**src/rtl/game_sequencer.sv**
```systemverilog
// Game-flow core for the obstacle game: tick enable, MENU/PLAY/DEATH/VICTORY flow,
// obstacle scrolling, collision detection and lives/level/time bookkeeping.
module game_sequencer #(
  parameter int CLK_DIV     = 2083333,
  parameter int N_OBS       = 4,
  parameter int X_W         = 11,
  parameter int SCREEN_W    = 640,
  parameter int SPACING     = 160,
  parameter int PLAYER_X    = 100,
  parameter int PLAYER_W    = 16,
  parameter int OBS_W       = 16,
  parameter int OBS_H       = 32,
  parameter int LIVES       = 3,
  parameter int LEVEL_TICKS = 1200,
  parameter int MAX_LEVEL   = 4
) (
  input  logic                 CLOCK_50,
  input  logic                 reset_n,
  input  logic                 start,
  input  logic                 fast_mode,
  input  logic [9:0]           player_height,
  input  logic [N_OBS-1:0]     obs_en,
  output logic                 tick,
  output logic [1:0]           state,
  output logic                 menu_screen,
  output logic                 victory_screen,
  output logic                 player_death,
  output logic [N_OBS*X_W-1:0] obs_x,
  output logic [10:0]          game_time,
  output logic [2:0]           lives,
  output logic [2:0]           level
);

  typedef enum logic [1:0] {MENU = 2'd0, PLAY = 2'd1, DEATH = 2'd2, VICTORY = 2'd3} state_t;

  localparam int DIV_W = $clog2(CLK_DIV + 1);
  localparam logic [DIV_W-1:0] LIM_NORM = DIV_W'(CLK_DIV - 1);
  localparam logic [DIV_W-1:0] LIM_FAST = DIV_W'(CLK_DIV / 2 - 1);
  localparam logic [X_W-1:0]   WRAP_X   = X_W'(SCREEN_W + (N_OBS - 1) * SPACING);
  localparam logic [X_W-1:0]   HIT_LO   = X_W'(PLAYER_X - OBS_W + 1);
  localparam logic [X_W-1:0]   HIT_HI   = X_W'(PLAYER_X + PLAYER_W - 1);

  state_t           state_q, state_d;
  logic [DIV_W-1:0] divider, div_limit;
  logic             start_q, start_edge, hit;
  logic [X_W-1:0]   x_q [N_OBS];
  logic [X_W-1:0]   x_d [N_OBS];
  logic [X_W-1:0]   x_scroll [N_OBS];
  logic [10:0]      time_d;
  logic [2:0]       lives_d, level_d;

  function automatic logic [X_W-1:0] spawn_x(input int i);
    return X_W'(SCREEN_W + i * SPACING);
  endfunction

  assign start_edge = start & ~start_q;
  assign div_limit  = fast_mode ? LIM_FAST : LIM_NORM;

  // Comparing against limit-1 with >= lets a switch to fast mode fire immediately.
  always_ff @(posedge CLOCK_50) begin
    if (!reset_n) begin
      divider <= '0;
      tick    <= 1'b0;
      start_q <= 1'b1;
    end else begin
      start_q <= start;
      if (divider >= div_limit) begin
        divider <= '0;
        tick    <= 1'b1;
      end else begin
        divider <= divider + DIV_W'(1);
        tick    <= 1'b0;
      end
    end
  end

  always_comb begin
    hit = 1'b0;
    for (int i = 0; i < N_OBS; i++) begin
      x_scroll[i] = x_q[i] - X_W'(level);
      if (x_q[i] < X_W'(level))
        x_scroll[i] = WRAP_X;
      if (obs_en[i] && x_scroll[i] >= HIT_LO && x_scroll[i] <= HIT_HI)
        hit = 1'b1;
    end
    hit = hit && (player_height < 10'(OBS_H));
  end

  // A hit takes priority over level completion; the last life leaves obstacles where they fell.
  always_comb begin
    state_d = state_q;
    x_d     = x_q;
    time_d  = game_time;
    lives_d = lives;
    level_d = level;
    case (state_q)
      MENU: begin
        for (int i = 0; i < N_OBS; i++) x_d[i] = spawn_x(i);
        time_d  = '0;
        lives_d = 3'(LIVES);
        level_d = 3'd1;
        if (start_edge) state_d = PLAY;
      end
      PLAY: begin
        if (tick) begin
          if (hit) begin
            lives_d = lives - 3'd1;
            if (lives == 3'd1) begin
              state_d = DEATH;
              x_d     = x_scroll;
            end else begin
              for (int i = 0; i < N_OBS; i++) x_d[i] = spawn_x(i);
            end
          end else begin
            x_d = x_scroll;
            if (game_time == 11'(LEVEL_TICKS - 1)) begin
              time_d = '0;
              if (level == 3'(MAX_LEVEL)) state_d = VICTORY;
              else level_d = level + 3'd1;
            end else begin
              time_d = game_time + 11'd1;
            end
          end
        end
      end
      default: begin
        if (start_edge) state_d = MENU;
      end
    endcase
  end

  always_ff @(posedge CLOCK_50) begin
    if (!reset_n) begin
      state_q   <= MENU;
      game_time <= '0;
      lives     <= 3'(LIVES);
      level     <= 3'd1;
      for (int i = 0; i < N_OBS; i++) x_q[i] <= spawn_x(i);
    end else begin
      state_q   <= state_d;
      game_time <= time_d;
      lives     <= lives_d;
      level     <= level_d;
      x_q       <= x_d;
    end
  end

  for (genvar g = 0; g < N_OBS; g++) begin : g_pack
    assign obs_x[g*X_W +: X_W] = x_q[g];
  end

  assign state          = state_q;
  assign menu_screen    = (state_q == MENU);
  assign victory_screen = (state_q == VICTORY);
  assign player_death   = (state_q == DEATH);

endmodule
```
**config.mk**
```make
export PLATFORM = sky130hd
export DESIGN_NAME = game_sequencer
export DESIGN_NICKNAME = d
export VERILOG_FILES = /design/src/rtl/game_sequencer.sv
export SDC_FILE = /design/constraint.sdc
export NUM_CORES = 1
export LEC_CHECK = 0
export ABC_AREA = 1
export ABC_CLOCK_PERIOD_IN_PS = 2600
export BUFFER_PORTS_ARGS = -buffer_cell sky130_fd_sc_hd__buf_2
export CELL_PAD_IN_SITES_DETAIL_PLACEMENT = 1
export CELL_PAD_IN_SITES_GLOBAL_PLACEMENT = 1
export CORE_MARGIN = 5
export CORE_UTILIZATION = 38
export CTS_CLUSTER_SIZE = 40
export DETAILED_ROUTE_END_ITERATION = 12
export PLACE_DENSITY_LB_ADDON = 0.1
export REMOVE_ABC_BUFFERS = 1
export SLEW_MARGIN = 40
export SYNTH_ARGS = -nofsm -noshare
export SYNTH_HDL_FRONTEND = slang
export SYNTH_SLANG_ARGS = --single-unit
export TNS_END_PERCENT = 10
```
**constraint.sdc**
```tcl
create_clock -name CLOCK_50 -period 2.6 [get_ports CLOCK_50]
set_input_delay 0.13 -clock CLOCK_50 [delete_from_list [all_inputs] [get_ports CLOCK_50]]
set_output_delay 0.13 -clock CLOCK_50 [all_outputs]
set_load 0.02 [all_outputs]
```
==> impl_metrics.toml <==
[critical_path]
critPathKind = "reg2reg"
crit_fanout = 9
cp-start-kind = "flip-flop"
crit_arrival_ns = 3.04
crit-reg2reg-launch = "level[0]"
endpoint_kind = "flip-flop"
reg2reg_depth = 16
r2r_slack_ns = -0.21
r2r-end = "obs_x[31]"
cp.required_ns = 2.83

[routing]
drc = 0
wl_per_cell_um = 15.8
via_count = 6525
ant_nets = 0
dr.pass1.iters = 4
drt-total-wl_um = 20500
first_iter_violations = 242
viasPerCell = 5.00

[clocking]
clock-sinks = 86
cts_tree = "built"
clkTransAtPathRegs_ns = 0.07
htree_levels = 3
clockBufferDepth = 2
clock_latency_ns = 0.35
cts-root-buf = "clkbuf_16"
cts_buffers = 9

[floorplanning]
die_x_um = 137
dieHeight_um = 137
ioPinCount = 85
dieArea_um2 = 18700
design.core.area_um2 = 15800
rows = 46
start_util = 0.386

[sta]
hold_viol_final = 0
setup_viol = 62
fmax_mhz = 356
drv_slew = 0
skew_ns = 0.0136
rsz0062_at_grt = "true"
period_share = 1.08
layout_min_cycle_time_ns = 2.81
timing.hold.ws_ns = 0.167
slew_headroom = 0.634
worst_slew_pin_slew_ns = 0.546
setup_ws_ns = -0.212

[yosys]
syn_inst = 882
ys_top_cells_by_area = "dfxtp_1, nand2_1, inv_1, nor2_1, ha_1"
yosys_warnings = 0
ys_ff_latch = 86
syn_area_um2 = 6100
yosysUniqueCellTypes = 52
yosysSeqAreaShare = 0.282
post-synth-top-area-cell = "dfxtp_1"
synth_top_area_frac = 0.282
syn_avg_cell_area_um2 = 6.92

[pwr]
power.density_nw_per_um2 = 441
vdd_drop_max_mv = 0.303
p_leak_nw = 3.80

[flow_run]
maxCapViolCount = 0

[placed_design]
io_buffers = 79
preCtsSetupSlack_ns = -0.454
dp_cells = 1256
place_congestion = 0.859
hpwl_um = 14700

[final_layout]
final_nets = 1132
fin_util = 0.532
fillers = 2036
drive_above_1_share = 0.369
syn_to_final_growth_pct = 37.9
stdcell_count = 1304
antennaDiodeCount = 0

[hold_path]
hold-path-endpoint = "game_time[10]"
hold_depth = 3
hold_path_class = "in2reg"
min_from = "reset_n"

[run_status]
failed_checks = "negative setup slack"
status = "finished with violations"

[grt]
antenna_found_initial = 0
track_usage = 0.222
grt_pass1_vias = 6652
grt_start_max_net_pins = 39
grt_pass1_wl_um = 33200
grt-ovfl-total = 0
## timing repair
| item | 4_1_cts | 5_1_grt |
|---|---|---|
| setup endpoints to repair | 63 | 66 |
| pin swaps | 21 | 24 |
| buffers inserted | 26 | 6 |
| gates resized for setup | 59 | 71 |
| endpoints found under the hold margin | 1 | 0 |
| hold buffers | 1 | 0 |
## worst max-delay path, stage by stage, from the launching register on
cell and delay (ns):
dfxtp_2 0.33, buf_6 0.14, ha_4 0.14, inv_1 0.04
fa_2 0.37, nand2_4 0.09, nand2_2 0.08, xor2_1 0.18
a21oi_2 0.19, nand3_1 0.12, nand3_2 0.14, nand4_4 0.16
nand3_4 0.15, buf_6 0.14, clkinv_8 0.08, o31ai_4 0.26
nand2_1 0.08
## registers in the layout (all words and copies together), names as in the netlist
signal / cells
tick: 1
obs_x: 44
state: 2
lives: 3
start_q: 1
divider: 21
level: 3
game_time: 11
## placed cells by master (no fill, tap or decap), drive strengths merged, types with 2 or more instances in the layout
master and instances:
a21o 2, or2 6, nor3 21, o211ai 6, clkbuf 11, nor2 115
inv 124, dfxtp 86, clkinv 2, o21a 5, nand4 23, xor2 24
a211oi 2, fa 4, o21ai 36, ha 26, a31oi 2, bufinv 2
o21bai 2, xnor2 2, nand2 212, o31ai 5, nand3 77, nand3b 4
buf 213, a21oi 65, nor4 6
## layout make-up
type | instances | area, um^2 | share of cell area
clock inverters | 4 | 72.6 | 0.00862
flip-flops and latches | 86 | 1730 | 0.205
repair buffers | 214 | 1470 | 0.175
inverters | 125 | 504 | 0.0599
multi-input cells | 648 | 4140 | 0.492
well taps | 216 | 270 | 0.0321
clock buffers | 11 | 233 | 0.0277
## routing by layer
metal,routed length (um),vias to the layer above,track usage
met1,9070,3106,0.275
li1,-,3270,-
met4,539,0,0.0806
met3,657,37,0.0371
met5,0,-,0
met2,10300,112,0.385
## stage by stage
step,area (um^2),power (W),TNS (ns)
after detailed placement,7370,0.00219,-20.08
after CTS,8130,0.00368,-5.15
after global routing,8420,0.00391,-17.29
after floorplan,5910,0.00184,-28.61
final,8420,0.00371,-6.35
after global placement,7370,0.00217,-16.80
## where the power goes
group          internal [W]  total (W)  switching (W)
clock              0.000837    0.00139       0.000553
sequential          0.00135    0.00139      0.0000424
combinational      0.000399   0.000928       0.000529
total               0.00259    0.00371        0.00112
## synthesized netlist by cell type (all sizes together)
master / number
nand2: 212
inv: 125
nor2: 115
dfxtp: 86
nand3: 77
a21oi: 65
o21ai: 36
ha: 26
xor2: 24
nand4: 23
nor3: 21
clkbuf: 14
buf: 7
nor4: 6
o211ai: 6
or2: 6
o21a: 5
o31ai: 5
fa: 4
nand3b: 4
a211oi: 2
a21o: 2
a31oi: 2
o21bai: 2
xnor2: 2
a221oi: 1
and3: 1
dlygate4sd1: 1
dlygate4sd3: 1
or4: 1
## worst max path at each step
stage	from	to
2_1_floorplan	state[1]	game_time[1]
3_3_place_gp	level[0]	obs_x[9]
3_5_place_dp	level[0]	obs_x[31]
4_1_cts	level[0]	obs_x[3]
5_1_grt	level[0]	obs_x[3]
6_report	level[0]	obs_x[31]
## logic make-up after synthesis
group | Yosys count | synth area share
xor+xnor | 26 | 0.0385
compound gates | 126 | 0.130
simple gates | 466 | 0.373
flops | 86 | 0.282
fa+ha+maj | 30 | 0.0664
buf+inv | 148 | 0.110
No activity file was read; power rests on OpenSTA's default activity.
